**src/rtl/bullet_scheduler.sv**
```systemverilog
// Bullet scheduler: four bullet slots, round-robin fire arbitration between
// two tanks, per-frame movement sweep and a registered pixel/sprite lookup.
//
// Handshake: fire_req[i] is a level held by tank i until it sees fire_ack[i].
// A grant is decided combinationally in IDLE and fire_ack[i] pulses high for
// exactly the next cycle. While fire_ack[i] is high, request i is not eligible,
// so a request still held during its ack cycle is never granted twice.
module bullet_scheduler #(
  parameter int SPEED = 4,
  parameter int SPR   = 8
) (
  input  logic        vga_clk,
  input  logic        reset_n,
  input  logic        frame_start,
  input  logic [1:0]  fire_req,
  input  logic [19:0] fire_x,
  input  logic [19:0] fire_y,
  input  logic [3:0]  fire_dir,
  output logic [1:0]  fire_ack,
  input  logic [9:0]  DrawX,
  input  logic [9:0]  DrawY,
  output logic        bullet_on,
  output logic [5:0]  rom_address,
  output logic [3:0]  active_mask,
  output logic        dbg_update,
  output logic [1:0]  dbg_index,
  output logic        dbg_rr
);

  typedef enum logic {IDLE = 1'b0, UPDATE = 1'b1} state_t;

  localparam logic signed [10:0] STEP  = 11'(SPEED);
  localparam logic [9:0]         SPR_W = 10'(SPR);

  state_t      state_q, state_d;
  logic [1:0]  idx_q, idx_d;
  logic        rr_q;
  logic [3:0]  valid_q;
  logic [9:0]  x_q [4];
  logic [9:0]  y_q [4];
  logic [1:0]  dir_q [4];

  // arbitration signals
  logic        any_free;
  logic [1:0]  free_idx;
  logic [1:0]  oob;
  logic [1:0]  elig;
  logic        grant;
  logic        sel;
  logic        sel_oob;
  logic [9:0]  sel_x, sel_y;
  logic [1:0]  sel_dir;

  // movement signals
  logic signed [10:0] cx, cy, nx, ny;
  logic               gone;

  // pixel lookup signals
  logic [9:0]  dx, dy;
  logic        hit;
  logic [5:0]  hit_rom;

  // Sprite orientation: sprite is stored pointing up, other directions rotate.
  function automatic logic [5:0] rom_of(input logic [1:0] d,
                                        input logic [2:0] dx3,
                                        input logic [2:0] dy3);
    case (d)
      2'b00:   rom_of = {dy3, dx3};
      2'b10:   rom_of = {~dy3, dx3};
      2'b01:   rom_of = {dx3, ~dy3};
      default: rom_of = {~dx3, dy3};
    endcase
  endfunction

  // FSM state register
  always_ff @(posedge vga_clk or negedge reset_n) begin
    if (!reset_n) begin
      state_q <= IDLE;
      idx_q   <= 2'd0;
    end else begin
      state_q <= state_d;
      idx_q   <= idx_d;
    end
  end

  // FSM next state: one slot per UPDATE cycle, frame_start ignored while busy
  always_comb begin
    state_d = state_q;
    idx_d   = idx_q;
    case (state_q)
      IDLE: begin
        if (frame_start) begin
          state_d = UPDATE;
          idx_d   = 2'd0;
        end
      end
      default: begin
        idx_d = idx_q + 2'd1;
        if (idx_q == 2'd3) begin
          state_d = IDLE;
          idx_d   = 2'd0;
        end
      end
    endcase
  end

  // Fire arbitration: lowest free slot, round-robin tie break, IDLE only
  always_comb begin
    any_free = 1'b0;
    free_idx = 2'd0;
    for (int i = 3; i >= 0; i--) begin
      if (!valid_q[i]) begin
        any_free = 1'b1;
        free_idx = 2'(i);
      end
    end
    oob[0]  = (fire_x[9:0] > 10'd632) || (fire_y[9:0] > 10'd472);
    oob[1]  = (fire_x[19:10] > 10'd632) || (fire_y[19:10] > 10'd472);
    // off-screen requests are acked without needing a slot
    elig    = {2{state_q == IDLE}} & fire_req & ~fire_ack & ({2{any_free}} | oob);
    grant   = |elig;
    sel     = (&elig) ? rr_q : elig[1];
    sel_oob = sel ? oob[1] : oob[0];
    sel_x   = sel ? fire_x[19:10] : fire_x[9:0];
    sel_y   = sel ? fire_y[19:10] : fire_y[9:0];
    sel_dir = sel ? fire_dir[3:2] : fire_dir[1:0];
  end

  // Movement of the slot currently indexed by the UPDATE sweep
  always_comb begin
    cx = $signed({1'b0, x_q[idx_q]});
    cy = $signed({1'b0, y_q[idx_q]});
    nx = cx;
    ny = cy;
    case (dir_q[idx_q])
      2'b00:   ny = cy - STEP;
      2'b01:   nx = cx + STEP;
      2'b10:   ny = cy + STEP;
      default: nx = cx - STEP;
    endcase
    gone = (nx < 11'sd0) || (nx > 11'sd632) || (ny < 11'sd0) || (ny > 11'sd472);
  end

  // Slot storage, ack pulse and round-robin pointer
  always_ff @(posedge vga_clk or negedge reset_n) begin
    if (!reset_n) begin
      valid_q  <= 4'b0000;
      rr_q     <= 1'b0;
      fire_ack <= 2'b00;
      for (int i = 0; i < 4; i++) begin
        x_q[i]   <= 10'd0;
        y_q[i]   <= 10'd0;
        dir_q[i] <= 2'd0;
      end
    end else begin
      fire_ack <= 2'b00;
      if (grant) begin
        fire_ack[sel] <= 1'b1;
        rr_q          <= ~sel;
        if (!sel_oob) begin
          valid_q[free_idx] <= 1'b1;
          x_q[free_idx]     <= sel_x;
          y_q[free_idx]     <= sel_y;
          dir_q[free_idx]   <= sel_dir;
        end
      end
      if (state_q == UPDATE && valid_q[idx_q]) begin
        if (gone) begin
          valid_q[idx_q] <= 1'b0;
        end else begin
          x_q[idx_q] <= nx[9:0];
          y_q[idx_q] <= ny[9:0];
        end
      end
    end
  end

  // Pixel hit test: unsigned wrap makes DrawX < x fall outside 0..7
  always_comb begin
    hit     = 1'b0;
    hit_rom = 6'd0;
    dx      = 10'd0;
    dy      = 10'd0;
    for (int i = 3; i >= 0; i--) begin
      dx = DrawX - x_q[i];
      dy = DrawY - y_q[i];
      if (valid_q[i] && (dx < SPR_W) && (dy < SPR_W)) begin
        hit     = 1'b1;
        hit_rom = rom_of(dir_q[i], dx[2:0], dy[2:0]);
      end
    end
  end

  // Registered pixel outputs, one cycle behind DrawX/DrawY
  always_ff @(posedge vga_clk or negedge reset_n) begin
    if (!reset_n) begin
      bullet_on   <= 1'b0;
      rom_address <= 6'd0;
    end else begin
      bullet_on   <= hit;
      rom_address <= hit_rom;
    end
  end

  assign active_mask = valid_q;
  assign dbg_update  = (state_q == UPDATE);
  assign dbg_index   = idx_q;
  assign dbg_rr      = rr_q;

endmodule

```
**config.mk**
```make
export PLATFORM = sky130hd
export DESIGN_NAME = bullet_scheduler
export DESIGN_NICKNAME = d
export VERILOG_FILES = /design/src/rtl/bullet_scheduler.sv
export SDC_FILE = /design/constraint.sdc
export NUM_CORES = 1
export LEC_CHECK = 0
export CAP_MARGIN = 15
export CORE_UTILIZATION = 61
export CTS_BUF_LIST = sky130_fd_sc_hd__clkbuf_4 sky130_fd_sc_hd__clkbuf_8 sky130_fd_sc_hd__clkbuf_16
export CTS_CLUSTER_DIAMETER = 200
export DETAILED_ROUTE_END_ITERATION = 7
export PLACE_DENSITY = 0.83
export SLEW_MARGIN = 20
export SYNTH_ARGS = -nofsm -noshare
export SYNTH_HDL_FRONTEND = slang
export SYNTH_SLANG_ARGS = --single-unit
```
**constraint.sdc**
```tcl
create_clock -name vga_clk -period 5.6 [get_ports vga_clk]
set_input_delay 1.12 -clock vga_clk [delete_from_list [all_inputs] [get_ports vga_clk]]
set_output_delay 1.12 -clock vga_clk [all_outputs]
set_load 0.01 [all_outputs]
```
# After elaboration in Yosys (flattened, before gate mapping)
# Index checks and enable logic that the tools add are counted.
[totals] register_bits=105 in_bits=69 out_inout_bits=17 elab_cells=193
[classes] n_addsub=13 n_lt_le_gt_ge=26 n_eq_ne=11 n_mux=74 bitwise_logic=21 reduce_logical=29
[ops] cell="40-bit 2-to-1 mux" count=8
[ops] cell="40-bit bitwise mux" count=4
[ops] cell="10-bit by 4-bit less-than comparator with 1-bit output (second input constant)" count=8
[ops] cell="10-bit 2-to-1 mux" count=8
[ops] cell="10-bit subtractor" count=8
[ops] cell="6-bit case mux with 3 select lines" count=4
[ops] cell="11-bit case mux with 2 select lines" count=2
[ops] cell="10-bit binary-select mux with 2-bit select" count=2
[ops] cell="10-bit demux with 2-bit select" count=2
[ops] cell="2-bit 2-to-1 mux" count=12
[ops] cell="6-bit 2-to-1 mux" count=4
[ops] cell="3-bit NOT" count=8
[ops] cell="10-bit by 3-bit adder with 11-bit output (second input constant)" count=2
[ops] cell="11-bit by 1-bit less-than comparator with 1-bit output (second input constant)" count=2
[ops] cell="10-bit by 3-bit subtractor with 11-bit output (second input constant)" count=2
[ops] cell="10-bit greater-than comparator (second input constant)" count=2
[ops] cell="10-bit by 9-bit greater-than comparator with 1-bit output (second input constant)" count=2
[ops] cell="1-bit 2-to-1 mux" count=17
[ops] cell="4-bit 2-to-1 mux" count=4
[ops] cell="1-bit logical AND" count=14
[ops] cell="2-bit equality test (second input constant)" count=6
[ops] cell="11-bit by 10-bit greater-than comparator with 1-bit output (second input constant)" count=1
[ops] cell="11-bit greater-than comparator (second input constant)" count=1
[ops] cell="2-bit by 1-bit equality test with 1-bit output (second input constant)" count=5
[ops] cell="other kinds (26)" count=46

# Depth between registers and ports, before layout
[logic_depth] depth_word=15 ltp_mapped=17 mapped_depth_nobuf=13

# Worst setup path before layout
# No wires, ideal clock.
[synth_path] path_kind="reg-to-reg" startpoint="register idx_q[0], in the netlist dbg_index[0]" endpoint="register x_q[20] (netlist bit)" arrival_ps=4431 t_required_ps=5519 path_slack_ps=1089 stages_incl_launch_ff=16 cell_sequence="dfrtp_1 > buf_6 > buf_4 > buf_2 > mux4_2 > nand2b_1 > fa_1 > a211oi_1 > o21bai_1 > a2111oi_0 > nor3_1 > xor2_1 > o32a_2 > nor4_4 > buf_6 > mux2i_1"
[synth_between] elab_chain_cells=13
[synth_rtl] item="start, declared" line="36" source="logic [1:0] idx_q, idx_d;"
[synth_rtl] item="start signal, assigned" line="82" source="idx_q <= idx_d;"
[synth_rtl] item="parallel branches: the longest is 12 deep, another holds 10-bit by 3-bit subtractor with 11-bit output"
[synth_rtl] item="40-bit 2-to-1 mux *" line="167" source="if (state_q == UPDATE && valid_q[idx_q]) begin"
[synth_rtl] item="end signal, assigned by index" line="162" source="x_q[free_idx] <= sel_x;"
[synth_rtl] item="end signal, assigned by index" line="171" source="x_q[idx_q] <= nx[9:0];"
[synth_rtl] item="end, declared" line="39" source="logic [9:0] x_q [4];"
# Mark *: on every way between the ends. The select of a mux whose other input is x is not followed.
# A chain may end at the register's enable or synchronous reset.

# Worst setup path after layout
[layout_path] startpoint="input DrawX[0]" endpoint="register rom_address[1]"
[layout_between] elab_chain_cells=8
[layout_rtl] item="start, declared" line="20" source="input logic [9:0] DrawX,"
[layout_rtl] item="10-bit subtractor" line="185" source="dx = DrawX - x_q[i];"
[layout_rtl] item="10-bit by 4-bit less-than comparator with 1-bit output" line="187" source="if (valid_q[i] && (dx < SPR_W) && (dy < SPR_W)) begin"
[layout_rtl] item="1-bit logical AND (2 in a row)" line="187"
[layout_rtl] item="6-bit 2-to-1 mux (3 in a row)" line="187"
[layout_rtl] item="6-bit 2-to-1 mux *" line="187"
[layout_rtl] item="net hit_rom[1]" line="61" source="logic [5:0] hit_rom;"
[layout_rtl] item="end signal, assigned" line="201" source="rom_address <= hit_rom;"
[layout_rtl] item="end, declared" line="23" source="output logic [5:0] rom_address,"
# The timed path passes the listed nets; every way through them passes the cells marked *.

==> metrics.txt <==
most numerous cell in the Yosys netlist=mux2i_1; Post-DP Area=11880 um^2; Congestion Overflow GR=0; routed vias=just over 10000; Yosys top cell area share=0.2413; I/O pin total=86; LEAKAGE=approximately 4.9 nW; worst slew pin tran=908.4 ps; Reg2Reg Depth=12; GPL Wtd Cong=1.020; worst skew pair latency=360 ps; initial antenna violation count=0; CTS Hold Bufs=0; clk sinks=105; drc violations=0; GRT busiest layer=met2; Net Count, Synth=1426; Rel. slew slack=0.3944; Async SR Flop Fraction=1.000; root buffer cell=clkbuf_16; path type of the worst min-delay path=flip-flop to flip-flop; VDD IR max=between 0.4 and 0.5 mV; Pwr Total=8.170 mW; Synth Flop Type=dfrtp_1; Final #Nets=1490; GRT Total Usage=0.3681; Finished Cell Area=12160 um^2; Worst Hold Path EP=y_q[39]$_DFF_PN0_; vias in the first global route=~10000; drt total wl=~33000 um; RR Startpoint=dbg_index[0]$_DFFE_PN0P_; status=complete, no violations; H-tree levels=3; fmax=roughly 0.20 GHz; CTS buffer count=9; die height=135.6 um; Distinct cells, synth=82; area grow syn2layout=11.63%; final setup vio count=0; Clock Skews=7.275 ps; fin crit period=between 4000 and 5000 ps; GRT met3 Usage=0.05200; worst slack, placed=398.6 ps; Resize count post-CTS=0; sequential area share after synthesis=0.2413; CTS tree=built; row count=48; Max-Cap Viols=0; Port Buf Inserts=between 80 and 90; element type at the critical path end=flip-flop; met2 global-route usage=0.5723; initial DRC count=roughly 1100; starting density of the core=0.6275; Diodes inserted=0; total power density per cell area=672.0 nW/um^2; Clock transition at path regs=80 ps; grt met1 use=0.4795; vias per cell=6.603; Final Hold Viols=0; most common library cells after synthesis=mux2i_1, o21ai_0, nand2_1, nor2_1; r2r setup slk=840 ps; post-route ant nets=0; Slew Limit Fails=0; hold path startpoint=y_q[39]$_DFF_PN0_; CP Data Required Time=5840 ps; fillcell total=1351; RSZ-0062 raised after global routing=no; wire length per cell=21.13 um; Critical Path AT=5130 ps; layout cells sized above 1=0.06566; hold depth=2; kind of critical path=primary input to flip-flop; post-CTS setup buffers=0; Mean Syn Cell Area=8.664 um^2; DP HPWL=25190 um; EDFF count, synth=0; core area=17360 um^2; first-pass GRT wire length=a little over 50000 um; First-pass DRT Iterations=5; Synth Register Bits=105; placed insts=1535; synth top area cells=dfrtp_1, mux2i_1, ha_1; sum of negative setup slack=0 ps; largest net degree at the start of global routing=69; final std cells w/o fill=1550; die area=18390 um^2; worst r2r dst=y_q[31]$_DFF_PN0_; Mapped Cells=around 1300; die width=about 140 um; period utilization=0.8735; post-synth top area cell=dfrtp_1; crit path max fanout=10; Worst Setup Start Kind=primary input; Syn. warnings=0; worst setup margin=708.6 ps; Netlist Area Pre-Place=10890 um^2; CTS max path bufs=2
-- metal layers --
| metal | routed length (um) | vias to the layer above |
|---|---|---|
| li1 | - | 4698 |
| met4 | 2143 | 0 |
| met3 | 2193 | 128 |
| met2 | 14950 | 489 |
| met5 | 0 | - |
| met1 | 13470 | 4920 |
-- layout make-up --
cell class / count / area [um^2] / share of cell area
clock buffer: 9 / 225.2 / 0.01853
clock inverter: 6 / 52.55 / 0.004323
inverter: 105 / 394.1 / 0.03242
multi-input combinational: 997 / 7592 / 0.6245
sequential: 105 / 2628 / 0.2161
tap: 225 / 281.5 / 0.02316
timing repair buffer: 103 / 983.4 / 0.08090
-- worst max-delay path, cell delays in order --
cell             delay (ps)
clkdlybuf4s50_1         400
inv_1                   140
ha_1                    190
inv_1                    50
fa_1                    400
a21o_1                  190
a211oi_1                390
mux2_2                  380
or4_1                   460
nor4_1                  280
nand4_1                 130
nor4bb_1                310
buf_4                   230
nor2_1                  110
a222oi_1                350
-- cell usage in the layout (no fill, tap or decap), types with 6 or more instances in the layout --
cell type          n
mux2i_1          120
o21ai_0          107
nand2_1          106
inv_1            105
dfrtp_1          105
nor2_1           103
ha_1              90
clkdlybuf4s50_1   84
a21oi_1           82
xnor2_1           34
xor2_1            30
nor3_1            26
a21o_1            22
mux4_2            20
buf_4             19
nor2b_1           18
a211oi_1          17
nand3_1           17
nand2b_1          14
o21a_1            12
fa_1              10
nand4_1            9
clkbuf_16          9
mux2_2             6
a221oi_1           6
o31ai_1            6
a22oi_1            6
o211ai_1           6
o21ai_1            6
-- how the worst max path moves through the flow --
stage | end | cells past startpoint | start
after global routing | rom_address[0]$_DFF_PN0_ | 15 | DrawX[0]
final | rom_address[1]$_DFF_PN0_ | 15 | DrawX[0]
after floorplan | x_q[20]$_DFF_PN0_ | 15 | dbg_index[0]$_DFFE_PN0P_
after global placement | rom_address[0]$_DFF_PN0_ | 15 | DrawX[0]
after detailed placement | rom_address[1]$_DFF_PN0_ | 15 | DrawX[0]
after CTS | rom_address[1]$_DFF_PN0_ | 15 | DrawX[0]
-- state kept, by name, summed over array words and instances, names as in the netlist --
name	cells
active_mask	4
dbg_rr	1
x_q	40
dbg_update	1
bullet_on	1
dir_q	8
rom_address	6
dbg_index	2
y_q	40
fire_ack	2
-- power breakdown --
part           internal [mW]  total (mW)  switching [mW]
sequential              1.05        1.44           0.386
combinational           2.50        6.11            3.61
clock                  0.307       0.621           0.314
-- metrics by stage --
stage,util,hold slack (ps)
after global placement,0.6844,521.8
after detailed placement,0.6844,525.9
after CTS,0.7004,537.4
final,0.7004,547.7
after global routing,0.7004,552.6
after floorplan,-,501.6
-- cells by family (layout without fill, tap and decap cells) --
kind of cell    after synthesis  count (layout)  synth area share
simple gates                344             344            0.1569
compound gates              340             340            0.2032
buf+inv                     155             223           0.06273
mux                         149             149            0.1626
flops                       105             105            0.2413
fa+ha+maj                   100             100            0.1218
xor+xnor                     64              64           0.05147
(Power assumes the default switching activity.)
